### src/rtl/mpf_svc_vtp_l1_miss_handler_pkg.sv
// Shared types for the per-port L1 VTP miss handler.
//
// The lookup request and response types mirror the wider mpf_vtp type set.
// They are collected here so the handler and its bench compile on their own.
// The handler adds two types: its FSM state enum and the output-register
// entry struct.
package mpf_svc_vtp_l1_miss_handler_pkg;

  localparam int VA_PAGE_BITS    = 36;  // 48-bit VA, 4KB pages
  localparam int PA_PAGE_BITS    = 28;  // 40-bit PA, 4KB pages
  localparam int TAG_BITS        = 8;
  // Widest opaque payload the output-register entry can carry.
  localparam int MAX_OPAQUE_BITS = 64;

  typedef logic [VA_PAGE_BITS-1:0]    t_tlb_4kb_va_page_idx;
  typedef logic [PA_PAGE_BITS-1:0]    t_tlb_4kb_pa_page_idx;
  typedef logic [TAG_BITS-1:0]        t_mpf_vtp_tag;
  typedef logic [MAX_OPAQUE_BITS-1:0] t_mpf_vtp_opaque;

  typedef struct packed {
    t_tlb_4kb_va_page_idx pageVA;
    logic                 isSpeculative;
    t_mpf_vtp_tag         tag;
  } t_mpf_vtp_lookup_req;

  typedef struct packed {
    t_tlb_4kb_pa_page_idx pagePA;
    t_mpf_vtp_tag         tag;
    logic                 error;      // L1: miss.  Shared TLB: translation fault.
    logic                 isBigPage;
    logic                 mayCache;
  } t_mpf_vtp_lookup_rsp;

  typedef enum logic [1:0] {
    IDLE,
    MISS_REQ,
    MISS_WAIT,
    MISS_OUT
  } t_mpf_vtp_l1_miss_state;

  // One downstream response. The opaque field is sized for the widest
  // payload. The handler zero-extends into it and slices back out.
  typedef struct packed {
    t_mpf_vtp_lookup_req req;
    t_mpf_vtp_opaque     opaque;
    t_mpf_vtp_lookup_rsp rsp;
  } t_mpf_vtp_l1_out_entry;

  // Responses always carry the tag of the original request. The mayCache
  // flag is chosen by the path that produced the translation.
  function automatic t_mpf_vtp_lookup_rsp retag_rsp(
    input t_mpf_vtp_lookup_rsp rsp,
    input t_mpf_vtp_tag        tag,
    input logic                may_cache
  );
    t_mpf_vtp_lookup_rsp r;
    r          = rsp;
    r.tag      = tag;
    r.mayCache = may_cache;
    return r;
  endfunction

endpackage

### src/rtl/mpf_svc_vtp_l1_miss_handler.sv
// Per-port L1 VTP miss handler.
//
// This block drains the L1 lookup FIFO.
// - Hits are copied to the downstream output register.
// - A miss is sent to the shared TLB service, and the block blocks until
//   the translation returns.
// - A good cacheable translation is inserted into the L1 cache that
//   matches its page size. The translation is then returned downstream.
// Only one miss is outstanding at a time, so responses leave in FIFO order.
//
// Ports:
//   clk, reset_n                    clock, synchronous active-low reset
//   lkpNotEmpty/lkpReq/lkpOpaque/
//   lkpRsp, lkpDeq                  L1 lookup FIFO head and pop
//   tlbReqEn/tlbReq/tlbReqRdy       request to the shared TLB service
//   tlbRspValid/tlbRsp              response from the shared TLB service
//   insertVA/insertPA,
//   en_insert_4kb/en_insert_2mb     one-cycle L1 fill strobes
//   outValid/outReq/outOpaque/
//   outRsp/outRdy                   downstream response channel
//   statHits/statMisses/statFaults  wrapping 32-bit event counters
//
// N_OPAQUE_BITS must not exceed MAX_OPAQUE_BITS. A value of 0 still gives
// a 1-bit opaque port.
module mpf_svc_vtp_l1_miss_handler
  import mpf_svc_vtp_l1_miss_handler_pkg::*;
#(
  parameter  int N_OPAQUE_BITS  = 0,
  parameter  int DEBUG_MESSAGES = 0,
  localparam int OPAQUE_W       = (N_OPAQUE_BITS > 0) ? N_OPAQUE_BITS : 1
) (
  input  logic                  clk,
  input  logic                  reset_n,

  input  logic                  lkpNotEmpty,
  input  t_mpf_vtp_lookup_req   lkpReq,
  input  logic [OPAQUE_W-1:0]   lkpOpaque,
  input  t_mpf_vtp_lookup_rsp   lkpRsp,
  output logic                  lkpDeq,

  output logic                  tlbReqEn,
  output t_mpf_vtp_lookup_req   tlbReq,
  input  logic                  tlbReqRdy,
  input  logic                  tlbRspValid,
  input  t_mpf_vtp_lookup_rsp   tlbRsp,

  output t_tlb_4kb_va_page_idx  insertVA,
  output t_tlb_4kb_pa_page_idx  insertPA,
  output logic                  en_insert_4kb,
  output logic                  en_insert_2mb,

  output logic                  outValid,
  output t_mpf_vtp_lookup_req   outReq,
  output logic [OPAQUE_W-1:0]   outOpaque,
  output t_mpf_vtp_lookup_rsp   outRsp,
  input  logic                  outRdy,

  output logic [31:0]           statHits,
  output logic [31:0]           statMisses,
  output logic [31:0]           statFaults
);

  // Miss/fill tracing is a simulation aid. It stays outside this
  // synthesizable source, so the parameter is accepted but unused here.
  localparam bit unused_debug_messages = (DEBUG_MESSAGES != 0);

  t_mpf_vtp_l1_miss_state state_q, state_d;

  logic                  out_valid_q;
  t_mpf_vtp_l1_out_entry out_q;

  t_mpf_vtp_lookup_req   miss_req_q;
  logic [OPAQUE_W-1:0]   miss_opaque_q;
  t_mpf_vtp_lookup_rsp   miss_rsp_q;

  t_tlb_4kb_va_page_idx  insert_va_q;
  t_tlb_4kb_pa_page_idx  insert_pa_q;
  logic                  en_4kb_q, en_2mb_q;

  logic [31:0]           stat_hits_q, stat_misses_q, stat_faults_q;

  logic out_free;
  logic take_hit, take_miss, take_rsp, load_miss_out;
  logic insert_ok;

  // The output register can accept new data when it is empty, or when its
  // current entry is being consumed this cycle.
  assign out_free  = !out_valid_q || outRdy;
  assign insert_ok = !tlbRsp.error && tlbRsp.mayCache;

  // ---------------------------------------------------------------------
  // FSM: state register
  // ---------------------------------------------------------------------
  // NOTE: sequential state uses non-blocking assignments so every flop
  // samples pre-edge values regardless of process evaluation order.
  always_ff @(posedge clk) begin
    if (!reset_n) begin
      state_q <= IDLE;
    end else begin
      state_q <= state_d;
    end
  end

  // ---------------------------------------------------------------------
  // FSM: next state and control decode
  // ---------------------------------------------------------------------
  // NOTE: every signal driven here gets a default first, so no path
  // through the case statement can infer a latch.
  always_comb begin
    state_d       = state_q;
    lkpDeq        = 1'b0;
    tlbReqEn      = 1'b0;
    take_hit      = 1'b0;
    take_miss     = 1'b0;
    take_rsp      = 1'b0;
    load_miss_out = 1'b0;

    case (state_q)
      IDLE: begin
        if (lkpNotEmpty) begin
          if (lkpRsp.error) begin
            // A miss waits in the miss buffer, not in the output
            // register, so the output register does not need to be free.
            lkpDeq    = 1'b1;
            take_miss = 1'b1;
            state_d   = MISS_REQ;
          end else if (out_free) begin
            lkpDeq    = 1'b1;
            take_hit  = 1'b1;
          end
        end
      end

      MISS_REQ: begin
        tlbReqEn = 1'b1;
        if (tlbReqRdy) begin
          state_d = MISS_WAIT;
        end
      end

      MISS_WAIT: begin
        if (tlbRspValid) begin
          take_rsp = 1'b1;
          state_d  = MISS_OUT;
        end
      end

      MISS_OUT: begin
        if (out_free) begin
          load_miss_out = 1'b1;
          state_d       = IDLE;
        end
      end

      default: state_d = IDLE;
    endcase
  end

  // ---------------------------------------------------------------------
  // Control flops and counters (reset)
  // ---------------------------------------------------------------------
  always_ff @(posedge clk) begin
    if (!reset_n) begin
      out_valid_q   <= 1'b0;
      en_4kb_q      <= 1'b0;
      en_2mb_q      <= 1'b0;
      stat_hits_q   <= '0;
      stat_misses_q <= '0;
      stat_faults_q <= '0;
    end else begin
      if (take_hit || load_miss_out) begin
        out_valid_q <= 1'b1;
      end else if (outRdy) begin
        out_valid_q <= 1'b0;
      end

      // The size bit selects one cache, so the two strobes are mutually
      // exclusive.
      en_4kb_q <= take_rsp && insert_ok && !tlbRsp.isBigPage;
      en_2mb_q <= take_rsp && insert_ok &&  tlbRsp.isBigPage;

      if (take_hit)                 stat_hits_q   <= stat_hits_q   + 32'd1;
      if (take_miss)                stat_misses_q <= stat_misses_q + 32'd1;
      if (take_rsp && tlbRsp.error) stat_faults_q <= stat_faults_q + 32'd1;
    end
  end

  // ---------------------------------------------------------------------
  // Data registers
  // ---------------------------------------------------------------------
  // NOTE: payload registers have no reset. They are only read while a
  // valid flag or FSM state qualifies them, so their reset value does not
  // matter.
  always_ff @(posedge clk) begin
    if (take_hit) begin
      out_q.req    <= lkpReq;
      out_q.opaque <= t_mpf_vtp_opaque'(lkpOpaque);
      out_q.rsp    <= retag_rsp(lkpRsp, lkpReq.tag, 1'b1);
    end else if (load_miss_out) begin
      out_q.req    <= miss_req_q;
      out_q.opaque <= t_mpf_vtp_opaque'(miss_opaque_q);
      out_q.rsp    <= retag_rsp(miss_rsp_q, miss_req_q.tag, miss_rsp_q.mayCache);
    end

    if (take_miss) begin
      miss_req_q    <= lkpReq;
      miss_opaque_q <= lkpOpaque;
    end

    if (take_rsp) begin
      miss_rsp_q  <= tlbRsp;
      insert_va_q <= miss_req_q.pageVA;
      insert_pa_q <= tlbRsp.pagePA;
    end
  end

  // The upper opaque bits are padding. This reduction marks them as
  // deliberately unread.
  logic unused_opaque_pad;
  assign unused_opaque_pad = ^out_q.opaque;

  // ---------------------------------------------------------------------
  // Outputs
  // ---------------------------------------------------------------------
  assign tlbReq        = miss_req_q;

  assign insertVA      = insert_va_q;
  assign insertPA      = insert_pa_q;
  assign en_insert_4kb = en_4kb_q;
  assign en_insert_2mb = en_2mb_q;

  assign outValid      = out_valid_q;
  assign outReq        = out_q.req;
  assign outOpaque     = out_q.opaque[OPAQUE_W-1:0];
  assign outRsp        = out_q.rsp;

  assign statHits      = stat_hits_q;
  assign statMisses    = stat_misses_q;
  assign statFaults    = stat_faults_q;

endmodule

### config.mk
export PLATFORM = sky130hd
export DESIGN_NAME = mpf_svc_vtp_l1_miss_handler
export DESIGN_NICKNAME = d
export VERILOG_FILES = /design/src/rtl/mpf_svc_vtp_l1_miss_handler_pkg.sv /design/src/rtl/mpf_svc_vtp_l1_miss_handler.sv
export SDC_FILE = /design/constraint.sdc
export NUM_CORES = 1
export LEC_CHECK = 0
export CORE_MARGIN = 2
export CORE_UTILIZATION = 34
export CTS_BUF_LIST = sky130_fd_sc_hd__clkbuf_2
export CTS_CLUSTER_SIZE = 12
export DETAILED_ROUTE_END_ITERATION = 8
export PLACE_DENSITY = 0.6
export SYNTH_ARGS = -nofsm -noshare
export SYNTH_HDL_FRONTEND = slang
export SYNTH_SLANG_ARGS = --single-unit
### constraint.sdc
create_clock -name clk -period 7.85 [get_ports clk]
set_clock_uncertainty 0.1 [all_clocks]
set_input_delay 1.57 -clock clk [delete_from_list [all_inputs] [get_ports clk]]
set_output_delay 1.57 -clock clk [all_outputs]
set_load 0.03 [all_outputs]
* After elaboration in Yosys (flattened, before gate mapping)
Index checks and enable logic that the tools add are counted.
Operators by class: multiplexer cells 24, add/sub/neg operators 3, reductions and logical operators 14, equal/unequal tests 8
Operators by type and width (count):
- 148-bit 2-to-1 mux | 2
- 32-bit by 1-bit adder with 32-bit output, second input constant | 3
- 1-bit 2-to-1 mux | 16
- 2-bit 2-to-1 mux | 5
- 2-bit != test, second input constant | 5
- 2-bit one-hot mux with 4 select lines | 1
- 1-bit logical AND | 5
- 5-bit AND reduction | 1
- 2-bit equality test, second input constant | 2
- 2-bit nonzero test | 2
- 1-bit logical NOT | 3
- 2-bit by 1-bit equality test with 1-bit output, second input constant | 1
- 2-bit logical NOT | 1
- 1-bit logical OR | 2
Word-level totals: flip-flop bits (word level) 299, bits of input ports 130, output and inout port bits 295, logic and storage cells 74

* Logic depth before layout (Yosys ltp)
word-level depth 8, mapped depth 10, gate-level depth less buffers 7

* Least setup slack after synthesis
No wires, ideal clock.
kind in2reg, from in tlbRspValid, to reg stat_faults_q[0], in the netlist statFaults[0], library setup time 128 ps, path slack 3505 ps, buffers on the path 1, stages 5, data required time 7622 ps, arrival 4117 ps, cells stage by stage and2_1 -> clkbuf_1 -> nand2_1 -> xor2_1 -> nor2_1
On the way: longest elaborated chain between the ends 3
RTL lines:
- start: declaration | RTL line mpf_svc_vtp_l1_miss_handler.sv:44 | input logic tlbRspValid,
- 1-bit 2-to-1 mux | RTL line mpf_svc_vtp_l1_miss_handler.sv:142 | if (tlbRspValid) begin
- 1-bit 2-to-1 mux | RTL line mpf_svc_vtp_l1_miss_handler.sv:118 | case (state_q)
- via take_rsp | RTL line mpf_svc_vtp_l1_miss_handler.sv:83 | logic take_hit, take_miss, take_rsp, load_miss_out;
- 1-bit logical AND | RTL line mpf_svc_vtp_l1_miss_handler.sv:184 | if (take_rsp && tlbRsp.error) stat_faults_q <= stat_faults_q + 32'd1;
- end signal: assignment | RTL line mpf_svc_vtp_l1_miss_handler.sv:184
- end: declaration | RTL line mpf_svc_vtp_l1_miss_handler.sv:80 | logic [31:0] stat_hits_q, stat_misses_q, stat_faults_q;
The timed path passes the listed nets, and every way through them passes these cells. A chain may end at the register's enable or synchronous reset.

* Worst setup path after layout
from in outRdy, to out lkpDeq
On the way: longest elaborated chain between the ends 5
RTL lines:
- start: declaration | RTL line mpf_svc_vtp_l1_miss_handler.sv:56 | input logic outRdy,
- 1-bit logical OR | RTL line mpf_svc_vtp_l1_miss_handler.sv:88 | assign out_free = !out_valid_q || outRdy;
- 1-bit 2-to-1 mux | RTL line mpf_svc_vtp_l1_miss_handler.sv:127 | end else if (out_free) begin
- 1-bit 2-to-1 mux | RTL line mpf_svc_vtp_l1_miss_handler.sv:121 | if (lkpRsp.error) begin
- 1-bit 2-to-1 mux | RTL line mpf_svc_vtp_l1_miss_handler.sv:120 | if (lkpNotEmpty) begin
- 1-bit 2-to-1 mux | RTL line mpf_svc_vtp_l1_miss_handler.sv:118
- end: declaration | RTL line mpf_svc_vtp_l1_miss_handler.sv:39 | output logic lkpDeq,
Every way passes these cells.

==> metrics.md <==
| Metric | Value |
|---|---|
| PortBufs | 407 |
| Syn nets | 1,009 |
| Register area share after synthesis | 67.9% |
| Synth Area per Inst | 13.0 sq um |
| Pins Over Slew Limit | 0 |
| Reg-to-reg startpoint | state_q[0]$_SDFFE_PN0P_ |
| CP Class | in -> out |
| Int Pwr | 2.72 mW |
| Crit path max fanout | 10 |
| Reg2reg path depth | 7 |
| Largest net degree at the start of global routing | 81 |
| Num CTS Buffers | 80 |
| Ys async rst share | 0% |
| Hold crit path type | reg -> reg |
| Synth Warn # | 0 |
| DRT Wirelength | 35,100 um |
| Top FF cell, synth | edfxtp_1 |
| CTS root buf | clkbuf_2 |
| CP bufs+invs | 2 |
| IO Pins | 425 |
| Hold endpoint | insertVA[25]$_DFFE_PP_ |
| Die area | 34,900 sq um |
| Residual DRC | 0 |
| Via/cell ratio | 4.82 |
| Count of different cell masters after synthesis | 43 |
| R2R Setup Slk | 5000 ps |
| Worst path slowest cell | clkdlybuf4s50_1 |
| P&R area growth vs syn | 44.2% |
| Final nets | 1,431 |
| PD cells | 249 nW/um^2 |
| Clock share of power | 26.9% |
| Hold buffers post-CTS | 0 |
| DRT iter0 DRCs | 428 |
| Leakage | 5.67 nW |
| Status | finished, final reports clean |
| Row Count | 66 |
| RePlAce Congestion | 0.797 |
| Initial antenna violation count | 5 |
| CTS max path bufs | 3 |
| Arr. time, crit path | 3280 ps |
| Fin. Hold Viols | 0 |
| Net Sw Power | 1.36 mW |
| Mapped Cells | 872 |
| Die height | 187 um |
| Worst Path Required | 6180 ps |
| CTS clk-pin slew, worst paths | 100 ps |
| GRT overflow | 0 |
| Most used cell, CP | clkdlybuf4s50_1 |
| Worst setup EP type | output pin |
| Clock Latency Late Sink | 880 ps |
| WL per Instance | 19.5 um |
| Clk sink count | 291 |
| Vias in the first global route | 8,465 |
| Max_cap viols | 0 |
| Relative slew margins | 31.5% |
| Hold_sp | tlbReq[34]$_DFFE_PP_ |
| Worst VDD drop | 0.105 mV |
| Crit start category | input port |
| 1st-pass router iterations | 4 |
| CTS tree | built |
| Number of synthesized flops with an enable pin | 189 |
| CP delay by family, top | buffers and inverters |
| H-tree depth | 3 |
| Share of cells above drive strength 1 | 10.7% |
| Remaining antenna violation count | 0 |
| First-pass GRT wire length | 52,400 um |
| Initial Utilization | 34.7% |
| Mapped Area | 11,400 sq um |
| Slew @ Worst Pin | 1030 ps |
| Most frequent cells in the layout | clkdlybuf4s50_1 (407), edfxtp_1 (189), clkbuf_2 (115) |
| Cell chain of the critical path | clkdlybuf4s50_1, nand2b_1, o211a_1, clkdlybuf4s50_1 |
| Commonest non-fill, non-tap cell in the layout | clkdlybuf4s50_1 |
| Gate power share | 25.6% |
| R2R Path End | statFaults[31]$_SDFFE_PN0P_ |
| Sequential power share | 47.5% |
| Final min period | 4950 ps |
| F_max | 0.202 GHz |
| Setup TNS | 0 ps |
| Min Hold Slack | 324 ps |
| Endpoints failing setup | 0 |
| # resized after CTS | 0 |
| Slowest Stage Delay on Critical Path | 700 ps |
| Vias | 8,660 |
| Hold Path Stages | 0 |
| Detailed Place HPWL | 24,500 um |
| #FFs+latches synth | 291 |
| Final period util | 63.1% |
| RSZ-0062 raised after global routing | no |
| Die Wd | 187 um |
| GRT Util Overall | 19.6% |
| Post-CTS setup buffers | 0 |
| Sw Share | 33.3% |
| Core Footprint | 32,700 sq um |
cells in the mapped netlist (all sizes together), types with 13 or more instances:
cell type,count,area (sq um)
edfxtp,189,5680
dfxtp,102,2040
nor2,90,338
a22o,75,657
nand2,45,169
buf,42,302
xnor2,39,342
xor2,37,324
nand4,34,219
nand3,33,165
clkbuf,30,113
a21oi,18,90.1
nor4,18,113
nor3,16,80.1
or3,15,95.1
and3,13,82.6
o21ai,13,65.1
cells by family (layout without fill, tap and decap cells):
| logic type | after synthesis | count (layout) | share of synthesized area (%) |
|---|---|---|---|
| simple gates | 298 | 298 | 13.5 |
| xor+xnor | 76 | 76 | 5.86 |
| other cells | 0 | 2 | 0 |
| buf+inv | 84 | 564 | 4.04 |
| mux | 4 | 4 | 0.352 |
| fa+ha+maj | 7 | 7 | 0.771 |
| flops | 291 | 291 | 67.9 |
| compound gates | 112 | 112 | 7.57 |
worst max path at each step:
stage / start / to / slack [ps] / depth (start not counted)
after floorplan: tlbRspValid / statFaults[0]$_SDFFE_PN0P_ / 3510 / 5
after global placement: outRdy / lkpDeq / 2900 / 4
after detailed placement: outRdy / lkpDeq / 2900 / 4
after CTS: outRdy / lkpDeq / 2890 / 4
after global routing: outRdy / lkpDeq / 2830 / 4
final: outRdy / lkpDeq / 2900 / 4
per-stage QoR:
stage | util (%) | setup slack [ps] | cells | cell area (sq um) | power [mW]
4_1_cts | 50.1 | 2890 | 1794 | 16400 | 4.16
6_report | 50.1 | 2900 | 1796 | 16400 | 4.08
2_1_floorplan | - | 3510 | 872 | 11400 | 2.57
3_5_place_dp | 47.8 | 2900 | 1654 | 15600 | 3.04
5_1_grt | 50.1 | 2830 | 1795 | 16400 | 4.29
3_3_place_gp | 47.8 | 2900 | 1654 | 15600 | 3.03
flip-flops by register name, summed over array words and instances, names as in the netlist, 28 cells and up:
signal and flops:
statHits 32, outRsp 31, statFaults 32, tlbReq 45
statMisses 32, insertVA 36, insertPA 28, outReq 45
final cells by class:
class | instances | area [sq um]
fillers | 2970 | 16300
clock buffers | 115 | 576
well taps | 442 | 553
inverters | 12 | 45.0
flip-flops and latches | 291 | 7720
diodes | 2 | 5.00
multi-input cells | 497 | 3210
clock inverters | 25 | 165
repair buffers | 412 | 4110
power groups by stage:
stage | Clock (mW) | Sequential, mW | Combinational, mW
after floorplan | 0 | 2.25 | 0.317
after global placement | 0 | 1.97 | 1.06
after CTS | 1.16 | 1.94 | 1.06
after global routing | 1.23 | 1.96 | 1.09
after detailed placement | 0 | 1.98 | 1.06
final | 1.10 | 1.94 | 1.05
layer usage:
| layer | global-route usage, % | vias to the layer above | wire [um] |
|---|---|---|---|
| li1 | - | 4101 | - |
| met1 | 22.3 | 4150 | 13500 |
| met2 | 33.6 | 362 | 17600 |
| met3 | 8.16 | 41 | 3400 |
| met4 | 5.74 | 6 | 563 |
| met5 | 0 | - | 44 |
Note: power is estimated with default switching activity, not from simulation.
